==> config.mk <==
export PLATFORM = sky130hd
export DESIGN_NAME = debouncer_bank_flat
export DESIGN_NICKNAME = d
export VERILOG_FILES = /design/src/rtl/debouncer_bank_if.sv /design/src/rtl/debouncer_bank.sv /design/src/flat_wrapper.sv
export SDC_FILE = /design/constraint.sdc
export NUM_CORES = 1
export LEC_CHECK = 0
export ABC_AREA = 1
export BUFFER_PORTS_ARGS = -buffer_cell sky130_fd_sc_hd__buf_4
export CAP_MARGIN = 10
export CORE_ASPECT_RATIO = 1.25
export CORE_MARGIN = 4
export CORE_UTILIZATION = 57
export CTS_BUF_LIST = sky130_fd_sc_hd__clkbuf_4 sky130_fd_sc_hd__clkbuf_8
export CTS_CLUSTER_SIZE = 8
export DETAILED_ROUTE_END_ITERATION = 12
export GPL_TIMING_DRIVEN = 0
export HOLD_SLACK_MARGIN = 0.1
export PLACE_DENSITY = 0.77
export SYNTH_ARGS = -nofsm -noshare
export SYNTH_HDL_FRONTEND = slang
export SYNTH_SLANG_ARGS = --single-unit
==> constraint.sdc <==
create_clock -name ck -period 3.2 [get_ports ck]
set_clock_uncertainty 0.1 [all_clocks]
set_input_delay 0.32 -clock ck [delete_from_list [all_inputs] [get_ports ck]]
set_output_delay 0.32 -clock ck [all_outputs]
set_load 0.01 [all_outputs]
==> src/rtl/debouncer_bank_if.sv <==
// Raw key inputs and debounced outputs for a debouncer_bank instance.
interface debouncer_bank_if #(
  parameter int unsigned N = 4
);
  logic [N-1:0] x;
  logic [N-1:0] z;
  logic [N-1:0] ev;
  logic [N-1:0] long;

  modport master (output x, input z, input ev, input long);
  modport slave  (input x, output z, output ev, output long);
endinterface

==> src/rtl/debouncer_bank.sv <==
// N-channel key debouncer: 2-flop synchroniser, stability counter,
// single-cycle edge event and long-press flag per channel.
module debouncer_bank #(
  parameter int unsigned N      = 4,
  parameter int unsigned DELAY  = 50000,
  parameter int unsigned HOLD   = 0,
  parameter bit          DETECT = 1'b1,
  parameter bit          MODE   = 1'b1,
  parameter bit          INIT   = 1'b0
) (
  input  logic             ck,
  input  logic             reset,
  debouncer_bank_if.slave  bus
);
  localparam int unsigned CW = (DELAY > 1) ? $clog2(DELAY) : 1;
  localparam int unsigned HW = (HOLD > 0) ? $clog2(HOLD + 1) : 1;
  localparam logic [CW-1:0] CNT_LAST = CW'(DELAY - 1);

  logic [N-1:0]  s1;
  logic [N-1:0]  s2;
  logic [N-1:0]  z_q;
  logic [N-1:0]  ev_q;
  logic [N-1:0]  long_q;
  logic [N-1:0]  flip_c;
  logic [N-1:0]  z_next_c;
  logic [CW-1:0] cnt [N];

  // A channel flips when its synchronised sample has differed for DELAY samples.
  always_comb begin
    flip_c = '0;
    for (int i = 0; i < N; i++) begin
      flip_c[i] = (s2[i] != z_q[i]) && (cnt[i] == CNT_LAST);
    end
    z_next_c = z_q ^ flip_c;
  end

  always_ff @(posedge ck or posedge reset) begin
    if (reset) begin
      s1   <= {N{INIT}};
      s2   <= {N{INIT}};
      z_q  <= {N{INIT}};
      ev_q <= {N{~MODE}};
      for (int i = 0; i < N; i++) begin
        cnt[i] <= '0;
      end
    end else begin
      s1  <= bus.x;
      s2  <= s1;
      z_q <= z_next_c;
      for (int i = 0; i < N; i++) begin
        // Agreement or a completed change both restart the run.
        if ((s2[i] == z_q[i]) || flip_c[i]) begin
          cnt[i] <= '0;
        end else begin
          cnt[i] <= cnt[i] + CW'(1);
        end
        ev_q[i] <= (flip_c[i] && (s2[i] == DETECT)) ? MODE : ~MODE;
      end
    end
  end

  if (HOLD != 0) begin : g_hold
    localparam logic [HW-1:0] HOLD_MAX = HW'(HOLD);

    logic [HW-1:0] hcnt    [N];
    logic [HW-1:0] hnext_c [N];

    // Count edges spent at the active level; clear when leaving it.
    always_comb begin
      for (int i = 0; i < N; i++) begin
        hnext_c[i] = '0;
        if ((z_q[i] == DETECT) && (z_next_c[i] == DETECT)) begin
          hnext_c[i] = (hcnt[i] == HOLD_MAX) ? hcnt[i] : hcnt[i] + HW'(1);
        end
      end
    end

    always_ff @(posedge ck or posedge reset) begin
      if (reset) begin
        long_q <= '0;
        for (int i = 0; i < N; i++) begin
          hcnt[i] <= '0;
        end
      end else begin
        for (int i = 0; i < N; i++) begin
          hcnt[i]   <= hnext_c[i];
          long_q[i] <= (hnext_c[i] == HOLD_MAX);
        end
      end
    end
  end else begin : g_no_hold
    assign long_q = '0;
  end

  assign bus.z    = z_q;
  assign bus.ev   = ev_q;
  assign bus.long = long_q;
endmodule

==> src/flat_wrapper.sv <==
// flat-port wrapper written by rule: the top's interface ports become plain ports
module debouncer_bank_flat 
#(
  parameter int unsigned N      = 4,
  parameter int unsigned DELAY  = 50000,
  parameter int unsigned HOLD   = 0,
  parameter bit          DETECT = 1'b1,
  parameter bit          MODE   = 1'b1,
  parameter bit          INIT   = 1'b0
)
  (ck, reset, bus_x, bus_z, bus_ev, bus_long);
  debouncer_bank_if #(.N(N)) bus_i ();
  input  logic ck;
  input  logic reset;
  input wire logic [$bits(bus_i.x)-1:0] bus_x;
  output wire logic [$bits(bus_i.z)-1:0] bus_z;
  output wire logic [$bits(bus_i.ev)-1:0] bus_ev;
  output wire logic [$bits(bus_i.long)-1:0] bus_long;
  assign bus_i.x = bus_x;
  assign bus_z = bus_i.z;
  assign bus_ev = bus_i.ev;
  assign bus_long = bus_i.long;
  debouncer_bank #(.N(N), .DELAY(DELAY), .HOLD(HOLD), .DETECT(DETECT), .MODE(MODE), .INIT(INIT)) u_core (.ck(ck), .reset(reset), .bus(bus_i));
endmodule
==> impl_summary.log, run 1 <==
[metrics] vias in the first global route: 3,159
[metrics] Finish-stage setup viols: 0
[metrics] number of buffers on the longest clock path: 2
[metrics] Static Leakage: 2.03 nW
[metrics] setup repair after global routing missed its margin: no
[metrics] sequential share of the synthesized area: 48.7%
[metrics] Crit Path Category: reg2reg
[metrics] height of the die: 103 µm
[metrics] average cell area after synthesis: 7.94 µm²
[metrics] via/cell ratio: 5.10
[metrics] number of vias in the routed layout: 3,285
[metrics] Max IR drop VDD: 0.317 mV
[metrics] routability-driven placement congestion ratio: 0.872
[metrics] length of the first detailed-routing pass in iterations: 4
[metrics] CP Data Required Time: 3330 ps
[metrics] die area: 0.00865 mm²
[metrics] final routed wire length divided by cell count: 11.6 µm
[metrics] first-pass GRT wire length: 13,400 µm
[metrics] number of DRC markers after the initial detailed-route iteration: 114
[metrics] most used cells in the layout excluding fill and tap cells: 129 x nor2_1, 126 x nand2_1, 80 x dfrtp_1
[metrics] Antenna Diode Count: 0
[metrics] element type at the critical path start: flip-flop
[metrics] later-pin clock latency in the skew report: 340 ps
[metrics] HPWL after detailed placement: 5360 µm
[metrics] drt drc: 0
[metrics] number of buffers inserted to repair setup after CTS: 0
[metrics] Worst Hold Path EP: u_core.s2[0]
[metrics] Core Util, Final: 66.3%
[metrics] clock tree from TritonCTS: done
[metrics] root cell of the clock tree: clkbuf_8
[metrics] number of nets in the final layout: 561
[metrics] num rows: 34
[metrics] number of H-tree levels: 3
[metrics] layout-stage area growth over the synthesis result: 12.5%
[metrics] number of hold-slack violations in the final timing report: 0
[metrics] number of stages on the worst hold path: 0
[metrics] DRT antenna net count: 0
[metrics] critical register-to-register path endpoint: u_core.cnt[38]
[metrics] Register-to-Register Path Depth: 7
[metrics] crit path setup slack, layout: 1580 ps
[metrics] most common cell after layout, fill and taps aside: nor2_1
[metrics] period utilization: 50.6%
[metrics] Core Box Area: 0.00698 mm²
[metrics] Worst-path clk slew: 80 ps
[metrics] min-delay src: u_core.s1[0]
[metrics] largest net degree at the start of global routing: 65
[metrics] setup slack on the worst flop-to-flop path: 1580 ps
[metrics] post-synthesis instance area: 0.00411 mm²
[metrics] count of yosys warnings during synthesis: 0
[metrics] time the worst path needs with I/O delays and setup: 1620 ps
[metrics] number of placed I/O pins: 18
[metrics] class of the worst hold path: reg2reg
[metrics] distinct cell type count of the synthesized netlist: 23
[metrics] CP Max Fanout: 10
[metrics] layout cell share with drive strength beyond 1: 9.39%
[metrics] Worst Setup Slack post-DPL: 1590 ps
[metrics] setup TNS: 0 ps
[metrics] Final Routed Wirelength: 7470 µm
[metrics] TritonCTS sink count: 80
[metrics] endpoint type of the worst setup path: flip-flop
[metrics] count of maximum capacitance violations: 0
[metrics] worst reg2reg startpoint: u_core.cnt[32]
[metrics] register bit count reported by yosys: 80
[metrics] port bufs: 13
[metrics] maximum clock rate: 618 MHz
[metrics] die span in x: 84.0 µm
[metrics] number of pins exceeding their max-slew limit in the final report: 0
[metrics] global-route usage over all layers: 18.9%
[metrics] power density relative to cell area: 419 mW/mm²
[metrics] grt total ovfl: 0
[metrics] number of standard cells after synthesis: 518
[metrics] CP Data Arrival Time: 1750 ps
[metrics] number of antenna violations at the first check in global routing: 0
[metrics] result of the run: complete, no violations
[metrics] clock buffer count from CTS: 9
[metrics] initial core utilization: 59.0%
[stage by stage]
stage / cells / instance area, µm² / hold slack, ps / power, mW
after floorplan: 521 / 4130 / 231 / 1.12
after global placement: 624 / 4340 / 232 / 1.14
after detailed placement: 625 / 4370 / 184 / 1.15
after CTS: 644 / 4630 / 255 / 1.96
after global routing: 644 / 4630 / 262 / 2.03
final: 644 / 4630 / 253 / 1.94
[cell families after synthesis]
family                   Yosys count  synth area share (%)
flip-flops                        80                  48.7
AO/OA/AOI/OAI                     15                  2.07
AND/OR/NAND/NOR                  327                  34.4
adder cells (fa/ha/maj)            4                  1.22
other                              1                0.0912
buffers and inverters             59                  6.75
XOR/XNOR                          32                  6.81
[repair_timing]
item	CTS	global route
resized for setup	0	0
hold buffers	5	0
hold endpoints to repair	20	0
[worst max path at each step]
stage                        start  cells after the start  slack [ps]              to
floorplan                    reset                      1         730       async pin
global placement             reset                      2        -170  u_core.cnt[25]
detailed placement  u_core.cnt[32]                      7        1590  u_core.cnt[38]
CTS                  u_core.cnt[0]                      7        1570   u_core.cnt[4]
global route         u_core.cnt[0]                      7        1420   u_core.cnt[6]
finish              u_core.cnt[32]                      7        1580  u_core.cnt[38]
[cell usage after synthesis]
library cell | n | area, µm²
nor3_2 | 2 | 20.0
xor2_1 | 22 | 193
conb_1 | 1 | 3.75
nand3_2 | 3 | 30.0
nor2_1 | 129 | 484
inv_1 | 51 | 191
nand2_4 | 4 | 45.0
nand2_2 | 2 | 12.5
buf_6 | 1 | 11.3
o21bai_1 | 4 | 30.0
dfrtp_1 | 80 | 2000
nor3_1 | 2 | 10.0
o21ai_0 | 8 | 40.0
xnor2_1 | 10 | 87.6
ha_1 | 4 | 50.1
buf_8 | 3 | 45.0
buf_4 | 4 | 30.0
o21ai_1 | 3 | 15.0
nand2_1 | 126 | 473
nand3_1 | 31 | 155
nor2_2 | 2 | 12.5
nand4_1 | 24 | 150
nor2_4 | 2 | 22.5
[worst max-delay path, cell delays in order, from the launching register on]
cell     delay (ps)
dfrtp_1         400
ha_1            240
nand3_2         160
nor3_2          140
nand2_1         130
nand2_4         130
buf_6           150
nor2_1           50
[cell type report]
class                      instances  area, µm²
inverter                          51        194
sequential                        80       2000
clock inverter                     3       67.6
buffer                             8       86.3
fill                             600       2350
tap                               90        113
timing repair buffer              19        175
multi-input combinational        382       1850
clock buffer                      11        145
[flip-flops by register name (all words and copies together), names as in the netlist, named ones only]
register	count
u_core.bus.ev	4
u_core.cnt	64
u_core.s1	4
u_core.s2	4
[where the power goes]
part	total, mW	switching, mW	leakage [nW]	internal, mW
Sequential	1.04	0.0155	1.09	1.03
Combinational	0.0910	0.0537	0.836	0.0373
Clock	0.805	0.344	0.105	0.461
Total	1.94	0.413	2.03	1.53
[layer usage]
metal	vias to the layer above	wire length (µm)	global-route usage, %
met2	45	3880	33.6
met4	0	59	7.30
li1	1677	-	-
met3	5	192	3.76
met5	-	0	0
met1	1558	3340	22.8
No activity file was read; power rests on OpenSTA's default activity.
==> inputs of run 2 (changes only) <==
- clock period: 3.2 -> 1.6 ns (I/O delays scaled with it)
==> run 2 against run 1 <==
Worst hold slack got worse by 5.2 ps. Wire length increased by 7.4%. Final cell count increased by 2.3%. Non-clock buffer count increased by 13. Die area unchanged. Setup slack got worse by 1500 ps. Sequential power increased by 100%. Core utilization increased by 2.0 points. Register-to-register slack got worse by 1500 ps. Combinational power increased by 140%. Power increased by 89%. Critical path depth unchanged.
==> impl_summary.log, run 2 (synthesis gave the netlist of run 1 again) <==
[metrics] Crit Path Category: reg2reg (unchanged)
[metrics] most common cell after layout, fill and taps aside: nor2_1 (unchanged)
[metrics] drt drc: 0 (unchanged)
[metrics] clock tree from TritonCTS: done (unchanged)
[metrics] layout-stage area growth over the synthesis result: 15.9% (was 12.5%)
[metrics] most used cells in the layout excluding fill and tap cells: 127 x nor2_1, 126 x nand2_1, 80 x dfrtp_1 (was 129 x nor2_1, 126 x nand2_1, 80 x dfrtp_1)
[metrics] maximum clock rate: 663 MHz (was 618 MHz)
[metrics] period utilization: 94.2% (was 50.6%)
[metrics] DRT antenna net count: 0 (unchanged)
[metrics] via/cell ratio: 5.13 (was 5.10)
[metrics] Worst Setup Slack post-DPL: -26.9 ps (was 1590 ps)
[metrics] Core Box Area: 0.00698 mm² (unchanged)
[metrics] number of vias in the routed layout: 3,380 (was 3,285)
[metrics] placed cell count: 626 (was 625)
[metrics] length of the first detailed-routing pass in iterations: 5 (was 4)
[metrics] initial core utilization: 59.0% (unchanged)
[metrics] port bufs: 13 (unchanged)
[metrics] CP Max Fanout: 10 (unchanged)
[metrics] Final Routed Wirelength: 8020 µm (was 7470 µm)
[metrics] number of DRC markers after the initial detailed-route iteration: 170 (was 114)
[metrics] die span in x: 84.0 µm (unchanged)
[metrics] later-pin clock latency in the skew report: 350 ps (was 340 ps)
[metrics] Static Leakage: 2.07 nW (was 2.03 nW)
[metrics] clock buffer count from CTS: 9 (unchanged)
[metrics] most flop-heavy register: u_core.cnt (unchanged)
[metrics] number of non-filler instances in the completed layout: 659 (was 644)
[metrics] Finish-stage setup viols: 0 (unchanged)
[metrics] Worst-path clk slew: 80 ps (about the same)
[metrics] routability-driven placement congestion ratio: 0.853 (was 0.872)
[metrics] time the worst path needs with I/O delays and setup: 1510 ps (was 1620 ps)
[metrics] number of nets in the final layout: 574 (was 561)
[metrics] post-layout power: 3.67 mW (was 1.94 mW)
[metrics] count of maximum capacitance violations: 0 (unchanged)
[metrics] number of hold-slack violations in the final timing report: 0 (unchanged)
[metrics] final routed wire length divided by cell count: 12.2 µm (was 11.6 µm)
[metrics] number of pins exceeding their max-slew limit in the final report: 0 (unchanged)
[metrics] number of placed I/O pins: 18 (unchanged)
[metrics] number of buffers on the longest clock path: 2 (unchanged)
[metrics] CP Data Arrival Time: 1650 ps (was 1750 ps)
[metrics] power density relative to cell area: 770 mW/mm² (was 419 mW/mm²)
[metrics] crit path setup slack, layout: 92.3 ps (was 1580 ps)
[metrics] num rows: 34 (unchanged)
[metrics] die area: 0.00865 mm² (unchanged)
[metrics] Antenna Diode Count: 0 (unchanged)
[metrics] footprint of the multi-input gates: 0.00191 mm² (was 0.00185 mm²)
[metrics] root cell of the clock tree: clkbuf_8 (unchanged)
[metrics] largest net degree at the start of global routing: 36 (was 65)
[metrics] setup TNS: 0 ps (unchanged)
[metrics] endpoint type of the worst setup path: flip-flop (unchanged)
[metrics] number of antenna violations at the first check in global routing: 0 (unchanged)
[metrics] grt total ovfl: 0 (unchanged)
[metrics] vias in the first global route: 3,112 (was 3,159)
[metrics] filler instances: 566 (was 600)
[metrics] global-route usage over all layers: 19.2% (was 18.9%)
[metrics] layout cell share with drive strength beyond 1: 13.4% (was 9.39%)
[metrics] height of the die: 103 µm (unchanged)
[metrics] Storage cell area: 0.00200 mm² (unchanged)
[metrics] element type at the critical path start: flip-flop (unchanged)
[metrics] Max IR drop VDD: 0.562 mV (was 0.317 mV)
[metrics] max FFs per register: 64 (unchanged)
[metrics] TritonCTS sink count: 80 (unchanged)
[metrics] class of the worst hold path: in2async (was reg2reg)
[metrics] result of the run: complete, no violations (unchanged)
[metrics] number of H-tree levels: 3 (unchanged)
[metrics] CP Data Required Time: 1740 ps (was 3330 ps)
[metrics] first-pass GRT wire length: 13,400 µm (about the same)
[metrics] HPWL after detailed placement: 5510 µm (was 5360 µm)
run 2: cell count changes in the layout (fill, tap and decap cells not counted), moves of 3 or more:
cell and delta:
buf_4 +12, ha_1 -4, clkinv_2 +3, nand3_4 +3
run 2: final timing paths:
| kind | depth (start not counted) | slack [ps] | startpoint | end |
|---|---|---|---|---|
| min in group ck | 0 | 260 | u_core.s1[2] | u_core.s2[2] |
| max | 7 | 90 | u_core.cnt[1] | u_core.cnt[5] |
| max in group asynchronous | 5 | 430 | reset | u_core.cnt[31] |
| max reg2reg | 7 | 90 | u_core.cnt[1] | u_core.cnt[5] |
| min reg2reg | 0 | 260 | u_core.s1[2] | u_core.s2[2] |
| min | 3 | 250 | reset | u_core.cnt[40] |
run 2: area by class of cell:
class,count,area share [%]
inverter,51,4.09
buffer,8,1.81
sequential,80,42.0
clock buffer,11,3.17
tap,90,2.36
multi-input combinational,382,40.1
timing repair buffer,32,5.82
clock inverter,5,0.656
run 2: per-layer routing:
metal	track usage, %	part of all wire (%)	vias up
li1	-	-	1710
met2	33.6	51	62
met5	0	0	-
met1	23.2	43	1591
met4	9.41	2.2	0
met3	3.12	3.5	17
run 2: power by group:
part | switching (mW) | internal, mW
logic | 0.118 | 0.102
registers | 0.0349 | 2.05
clock network | 0.719 | 0.643
total | 0.871 | 2.80
run 2: through the flow:
stage / hold WS (ps) / area, µm² / util [%]
3_3_place_gp: 170 / 4340 / 62.2
4_1_cts: 241 / 4640 / 66.5
5_1_grt: 267 / 4770 / 68.4
6_report: 248 / 4770 / 68.4
3_5_place_dp: 70.3 / 4380 / 62.8
2_1_floorplan: 91.4 / 4130 / -
run 2: what timing repair did:
action	in CTS	in global routing
buffers inserted	2	10
setup endpoints to repair	23	46
resized for setup	2	12
hold buffers	5	0
endpoints found under the hold margin	49	0
pin swaps	0	2
run 2: worst max-delay path, cell delays in order, from the launching register on:
cell and delay (ps):
dfrtp_1 420, ha_4 180, nand3_4 130, nor3_2 140, nand2_1 120, nand2_4 130
buf_8 140, nor2_1 40
